### config.mk
export PLATFORM = sky130hd
export DESIGN_NAME = sar_adc_seq_flat
export DESIGN_NICKNAME = d
export VERILOG_FILES = /design/src/rtl/adc_pkg.sv /design/src/rtl/sar_adc_seq_if.sv /design/src/rtl/sar_core.sv /design/src/rtl/sar_adc_seq.sv /design/src/flat_wrapper.sv
export SDC_FILE = /design/constraint.sdc
export NUM_CORES = 1
export LEC_CHECK = 0
export CORE_MARGIN = 3
export CORE_UTILIZATION = 25
export DETAILED_ROUTE_END_ITERATION = 8
export GPL_ROUTABILITY_DRIVEN = 1
export GPL_TIMING_DRIVEN = 0
export PLACE_DENSITY = 0.49
export SYNTH_ARGS = -nofsm -noshare
export SYNTH_HDL_FRONTEND = slang
export SYNTH_SLANG_ARGS = --single-unit
export TNS_END_PERCENT = 30
### constraint.sdc
create_clock -name clk -period 2.73 [get_ports clk]
set_input_delay 0.4095 -clock clk [delete_from_list [all_inputs] [get_ports clk]]
set_output_delay 0.4095 -clock clk [all_outputs]
set_load 0.005 [all_outputs]
### src/rtl/adc_pkg.sv
// Shared ADC/DAC definitions: converter state encoding and default geometry.
package adc_pkg;

  localparam int unsigned ADC_WIDTH  = 10;
  localparam int unsigned ADC_NUM_CH = 4;

  typedef enum logic [1:0] {
    IDLE    = 2'd0,
    SAMPLE  = 2'd1,
    CONVERT = 2'd2,
    DONE    = 2'd3
  } adc_state_e;

  // Channel-index width; a single-channel build still carries one tag bit.
  function automatic int unsigned ch_width(input int unsigned num_ch);
    return (num_ch > 1) ? $clog2(num_ch) : 1;
  endfunction

endpackage

### src/rtl/sar_adc_seq_if.sv
// Control and result port bundle of the SAR ADC sequencer.
interface sar_adc_seq_if
  import adc_pkg::*;
#(
  parameter int unsigned WIDTH  = ADC_WIDTH,
  parameter int unsigned NUM_CH = ADC_NUM_CH
) ();

  localparam int unsigned CH_W = ch_width(NUM_CH);

  logic            start;
  logic            scan_mode;
  logic [CH_W-1:0] ch_sel;
  logic            busy;
  logic [WIDTH-1:0] dout;
  logic [CH_W-1:0] dout_ch;
  logic            dout_valid;
  logic            dout_ready;

  modport master (
    input  start, scan_mode, ch_sel, dout_ready,
    output busy, dout, dout_ch, dout_valid
  );

  modport slave (
    output start, scan_mode, ch_sel, dout_ready,
    input  busy, dout, dout_ch, dout_valid
  );

endinterface

### src/rtl/sar_core.sv
// Successive-approximation register: holds the sampled value and resolves one
// result bit per step, MSB first.
module sar_core #(
  parameter int unsigned WIDTH = 10
) (
  input  logic             clk,
  input  logic             rst,
  input  logic             i_load,
  input  logic [WIDTH-1:0] i_samp,
  input  logic             i_step,
  output logic             o_done_c,
  output logic [WIDTH-1:0] o_result
);

  localparam int unsigned IDX_W = (WIDTH > 1) ? $clog2(WIDTH) : 1;

  logic [WIDTH-1:0] r_samp;
  logic [WIDTH-1:0] r_result;
  logic [IDX_W-1:0] r_idx;
  logic [WIDTH-1:0] w_trial;

  assign w_trial  = r_result | (WIDTH'(1) << r_idx);
  assign o_done_c = (r_idx == '0);
  assign o_result = r_result;

  always_ff @(posedge clk) begin
    if (rst) begin
      r_samp   <= '0;
      r_result <= '0;
      r_idx    <= '0;
    end else if (i_load) begin
      r_samp   <= i_samp;
      r_result <= '0;
      r_idx    <= IDX_W'(WIDTH - 1);
    end else if (i_step) begin
      if (r_samp >= w_trial) begin
        r_result <= w_trial;
      end
      if (r_idx != '0) begin
        r_idx <= r_idx - IDX_W'(1);
      end
    end
  end

endmodule

### src/rtl/sar_adc_seq.sv
// Multi-channel SAR ADC sequencer: FSM, channel sequencing and the
// valid/ready result register around a single sar_core.
module sar_adc_seq
  import adc_pkg::*;
#(
  parameter int unsigned WIDTH  = ADC_WIDTH,
  parameter int unsigned NUM_CH = ADC_NUM_CH
) (
  input  logic                    clk,
  input  logic                    rst,
  input  logic [NUM_CH*WIDTH-1:0] i_analog_in,
  sar_adc_seq_if.master           io_bus
);

  localparam int unsigned CH_W = ch_width(NUM_CH);

  adc_state_e       r_state;
  adc_state_e       w_next;
  logic [CH_W-1:0]  r_cur_ch;
  logic [WIDTH-1:0] r_dout;
  logic [CH_W-1:0]  r_dout_ch;
  logic             r_dout_valid;
  logic             r_busy;

  logic             w_start_acc;
  logic             w_core_load;
  logic             w_core_step;
  logic             w_core_done;
  logic             w_load_out;
  logic [WIDTH-1:0] w_samp;
  logic [WIDTH-1:0] w_result;
  logic [CH_W-1:0]  w_first_ch;
  logic [CH_W-1:0]  w_next_ch;

  sar_core #(.WIDTH(WIDTH)) u_core (
    .clk      (clk),
    .rst      (rst),
    .i_load   (w_core_load),
    .i_samp   (w_samp),
    .i_step   (w_core_step),
    .o_done_c (w_core_done),
    .o_result (w_result)
  );

  always_ff @(posedge clk) begin
    if (rst) begin
      r_state <= IDLE;
    end else begin
      r_state <= w_next;
    end
  end

  always_comb begin
    w_next = r_state;
    case (r_state)
      IDLE:    if (io_bus.start) w_next = SAMPLE;
      SAMPLE:  w_next = CONVERT;
      CONVERT: if (w_core_done) w_next = DONE;
      DONE:    if (w_load_out) w_next = io_bus.scan_mode ? SAMPLE : IDLE;
      default: w_next = IDLE;
    endcase
  end

  always_comb begin
    w_start_acc = 1'b0;
    w_core_load = 1'b0;
    w_core_step = 1'b0;
    w_load_out  = 1'b0;
    case (r_state)
      IDLE:    w_start_acc = io_bus.start;
      SAMPLE:  w_core_load = 1'b1;
      CONVERT: w_core_step = 1'b1;
      DONE:    w_load_out  = !r_dout_valid || io_bus.dout_ready;
      default: ;
    endcase
  end

  // Out-of-range requests fall back to channel 0; scan wraps after the last channel.
  assign w_first_ch = (32'(io_bus.ch_sel) >= NUM_CH) ? '0 : io_bus.ch_sel;
  assign w_next_ch  = (r_cur_ch == CH_W'(NUM_CH - 1)) ? '0 : r_cur_ch + CH_W'(1);

  always_comb begin
    w_samp = '0;
    for (int k = 0; k < NUM_CH; k++) begin
      if (r_cur_ch == CH_W'(k)) begin
        w_samp = i_analog_in[k*WIDTH +: WIDTH];
      end
    end
  end

  always_ff @(posedge clk) begin
    if (rst) begin
      r_cur_ch <= '0;
    end else if (w_start_acc) begin
      r_cur_ch <= w_first_ch;
    end else if (w_load_out && io_bus.scan_mode) begin
      r_cur_ch <= w_next_ch;
    end
  end

  // A load in the same cycle as an accept keeps valid high with fresh data.
  always_ff @(posedge clk) begin
    if (rst) begin
      r_dout       <= '0;
      r_dout_ch    <= '0;
      r_dout_valid <= 1'b0;
      r_busy       <= 1'b0;
    end else begin
      r_busy <= (w_next != IDLE);
      if (w_load_out) begin
        r_dout       <= w_result;
        r_dout_ch    <= r_cur_ch;
        r_dout_valid <= 1'b1;
      end else if (r_dout_valid && io_bus.dout_ready) begin
        r_dout_valid <= 1'b0;
      end
    end
  end

  assign io_bus.busy       = r_busy;
  assign io_bus.dout       = r_dout;
  assign io_bus.dout_ch    = r_dout_ch;
  assign io_bus.dout_valid = r_dout_valid;

endmodule

### src/flat_wrapper.sv
// flat-port wrapper written by rule: the top's interface ports become plain ports
module sar_adc_seq_flat import adc_pkg::*;
#(
  parameter int unsigned WIDTH  = ADC_WIDTH,
  parameter int unsigned NUM_CH = ADC_NUM_CH
)
  (clk, rst, i_analog_in, io_bus_start, io_bus_scan_mode, io_bus_ch_sel, io_bus_dout_ready, io_bus_busy, io_bus_dout, io_bus_dout_ch, io_bus_dout_valid);
  sar_adc_seq_if #(.WIDTH(WIDTH), .NUM_CH(NUM_CH)) io_bus_i ();
  input  logic clk;
  input  logic rst;
  input  logic [NUM_CH*WIDTH-1:0] i_analog_in;
  input wire logic [$bits(io_bus_i.start)-1:0] io_bus_start;
  input wire logic [$bits(io_bus_i.scan_mode)-1:0] io_bus_scan_mode;
  input wire logic [$bits(io_bus_i.ch_sel)-1:0] io_bus_ch_sel;
  input wire logic [$bits(io_bus_i.dout_ready)-1:0] io_bus_dout_ready;
  output wire logic [$bits(io_bus_i.busy)-1:0] io_bus_busy;
  output wire logic [$bits(io_bus_i.dout)-1:0] io_bus_dout;
  output wire logic [$bits(io_bus_i.dout_ch)-1:0] io_bus_dout_ch;
  output wire logic [$bits(io_bus_i.dout_valid)-1:0] io_bus_dout_valid;
  assign io_bus_i.start = io_bus_start;
  assign io_bus_i.scan_mode = io_bus_scan_mode;
  assign io_bus_i.ch_sel = io_bus_ch_sel;
  assign io_bus_i.dout_ready = io_bus_dout_ready;
  assign io_bus_busy = io_bus_i.busy;
  assign io_bus_dout = io_bus_i.dout;
  assign io_bus_dout_ch = io_bus_i.dout_ch;
  assign io_bus_dout_valid = io_bus_i.dout_valid;
  sar_adc_seq #(.WIDTH(WIDTH), .NUM_CH(NUM_CH)) u_core (.clk(clk), .rst(rst), .i_analog_in(i_analog_in), .io_bus(io_bus_i));
endmodule
==> flow_summary.ini <==
[cells_and_area]
syn2layout_area_growth_pct = 34.97
layout_common_cells = clkdlybuf4s50_1 (59), dfxtp_1 (40), a21oi_1 (37), nor2b_1 (30), nand2_1 (28)
antenna_cells = 0
final_common_cell = clkdlybuf4s50_1
fin_nets = 432
stdcell_count = 491
drive_gt1_share_pct = 6.354

[setup_path]
cp_top_family = simple AND/OR/NAND/NOR gates
cp-start-kind = flip-flop
crit_buf_inv = 2
crit_type = flip-flop to flip-flop
critPathArrivalTime_ps = 2770
crit_path_max_fanout = 10
worstPathRequired_ps = 2920
worstPathCellList = inv_1, ha_1, nand2_2, nand2b_1, ha_1, nand2b_1, a21oi_1, nor3_1, or4_4, buf_6, a32o_1
slowest_stage = or4_4
max_stage_delay_ps = 480
cp-end-kind = flip-flop

[timing]
finalMaxSlewViolations = 0
worst_slack_ps = 147.6
setup_viol = 0
setup_tns_ps = 0
max_freq_ghz = 0.3872
tightest_slew_ps = 560.9
rsz0062_at_grt = false
period_minus_slack_ps = 2582
finalClockSkew_ps = 7.118
finalHoldViolCount = 0
whs_ps = 454.8
min_period_over_period_pct = 94.59
relSlewSlack_pct = 62.61

[placement]
globalplace.congestion = 0.7463
dp_hpwl_mm = 4.861
dp_slack_ps = 12.43
numPortBuffers = 59
place_inst = 484

[floorplanning]
row_count = 35
fp.dieW_um = 104.4
ios = 61
die-area_sq_um = 10910
core_area_sq_um = 9328
die_height_um = 104.4
start_util_pct = 25.97

[global_route]
antenna_found_initial = 0
grt_pass1_wl_mm = 9.894
grt_max_degree = 16
gr-usage-all-layers_pct = 10.89
overflow = 0
grt_pass1_vias = 2093

[pwr]
ir_worst_vdd_mv = 0.2919
leakage_nw = 1.180
totalPowerFinal_mw = 2.429
p_per_area_nw_per_um2 = 743.1

[synthesis]
synth-async-reset-ratio_pct = 0
synth_top_family_by_area = simple AND/OR/NAND/NOR gates
synth_area_leaders = dfxtp_1 (35%), ha_1 (12%), nor2b_1 (7.7%), a21oi_1 (7.6%), nand2_1 (4.5%)
synth-simple-area-share_pct = 23.71
ys_ff_latch = 42
synth_fa_ha_area_share_pct = 12.40
synthMuxAreaShare_pct = 0.4132
synth_xor_area_share_pct = 0.3616
synth_edf_count = 0
postSynthAreaPerCell_sq_um = 8.184
syn-num-nets = 367
synth_top_cell_area_share_pct = 34.71
seq_area_frac_synth_pct = 34.71
synth_cell_types = 35
synthCells = 296
synth-main-ff-cell = dfxtp_1
synth-compound-area-share_pct = 23.24
synth_area_leader_cell = dfxtp_1
ys_warn_count = 0
syn-cell-area_sq_um = 2422

[routing]
drtIter0Drc = 55
routed_wl_mm = 5.932
drcViolationCount = 0
wl_per_cell_um = 12.08
antenna_left = 0
viasPerCell = 4.450
vias = 2185
firstDrtPassIters = 4

[clocking]
clock_sinks = 42
clock_latency_ps = 300
numCtsBuffers = 5
cts_max_path_buffers = 2
post_cts_buffers = 0
cts_tree = done
path_clk_slew_ps = 90
cts_root_buf = clkbuf_8
htreeDepth = 2

[status]
status = finished clean

[min_path]
hold_path.class = flip-flop to flip-flop

[job]
maxCapViolCount = 0
[repair_timing]
action | 4_1_cts | 5_1_grt
gates resized for setup | 1 | 2
setup endpoints to repair | 1 | 10
hold endpoints to repair | 0 | 0
hold buffers | 0 | 0
[worst reg2reg max path: stages (launching register included)]
cell and delay, ps:
dfxtp_2 370, inv_1 90, ha_1 280, nand2_2 150, nand2b_1 90, ha_1 260
nand2b_1 130, a21oi_1 170, nor3_1 70, or4_4 480, buf_6 160, a32o_1 230
[per-stage QoR]
step / instance area [sq um] / utilization (%)
floorplan: 2422 / -
global placement: 3174 / 34.03
detailed placement: 3174 / 34.03
CTS: 3271 / 35.06
global route: 3269 / 35.05
finish: 3269 / 35.05
[area by class of cell]
type / count / area (sq um)
Clock inverter: 3 / 25.02
Multi-Input combinational cell: 223 / 1459
Fill cell: 1040 / 6058
Inverter: 11 / 41.29
Tap cell: 129 / 161.4
Sequential cell: 42 / 843.3
Timing Repair Buffer: 59 / 590.6
Clock buffer: 5 / 68.82
Buffer: 19 / 80.08
[state kept, by name, summed over array words and instances (netlist names)]
register                  cells
u_core.u_core.r_idx           4
u_core.io_bus.busy            1
u_core.io_bus.dout_ch         2
u_core.io_bus.dout_valid      1
u_core.r_cur_ch               2
u_core.r_state                2
u_core.io_bus.dout           10
u_core.u_core.r_samp         10
u_core.u_core.o_result       10
[report_power, final]
| group | switching (mW) | internal [mW] | total [mW] |
|---|---|---|---|
| clock network | 0.235 | 0.185 | 0.420 |
| registers | 0.0859 | 0.711 | 0.797 |
| logic | 0.661 | 0.552 | 1.21 |
[path summary, 6_finish.rpt]
path | cells after the start | slack, ps | start | endpoint
worst max-delay path | 11 | 150 | u_core.u_core.r_idx[0] | u_core.u_core.o_result[0]
worst min-delay path | 2 | 450 | u_core.io_bus.dout[7] | u_core.io_bus.dout[7]
worst max register to register | 11 | 150 | u_core.u_core.r_idx[0] | u_core.u_core.o_result[0]
worst min register to register | 2 | 450 | u_core.io_bus.dout[7] | u_core.io_bus.dout[7]
[logic make-up (layout without fill, tap and decap cells)]
logic type,count (synthesis),in the layout
xor+xnor,1,1
simple gates,114,114
fa+ha+maj,24,24
mux,1,1
flops,42,42
compound gates,83,83
buf+inv,31,97
[layer usage]
layer / wire, um / share of wire (%) / track usage [%]
met5: 0 / 0 / 0
met3: 441 / 7.4 / 3.414
met1: 2837 / 48 / 13.73
met2: 2589 / 44 / 17.94
met4: 64 / 1.1 / 2.849
[synthesized netlist by cell type, types with 2 or more instances]
library cell,number
clkbuf_1,18
o21ai_0,3
a22o_1,2
a21oi_1,37
nand3_1,2
and2_1,3
o21a_1,2
a22o_2,7
ha_1,24
a21o_1,2
nor4_1,3
inv_1,11
nor2_1,20
nor3_1,15
and3_1,3
nand2b_1,4
nor2b_1,30
nand2_1,29
nand4_1,2
a221oi_1,10
a211oi_1,14
dfxtp_1,42
Note: power is estimated with default switching activity, not from simulation.
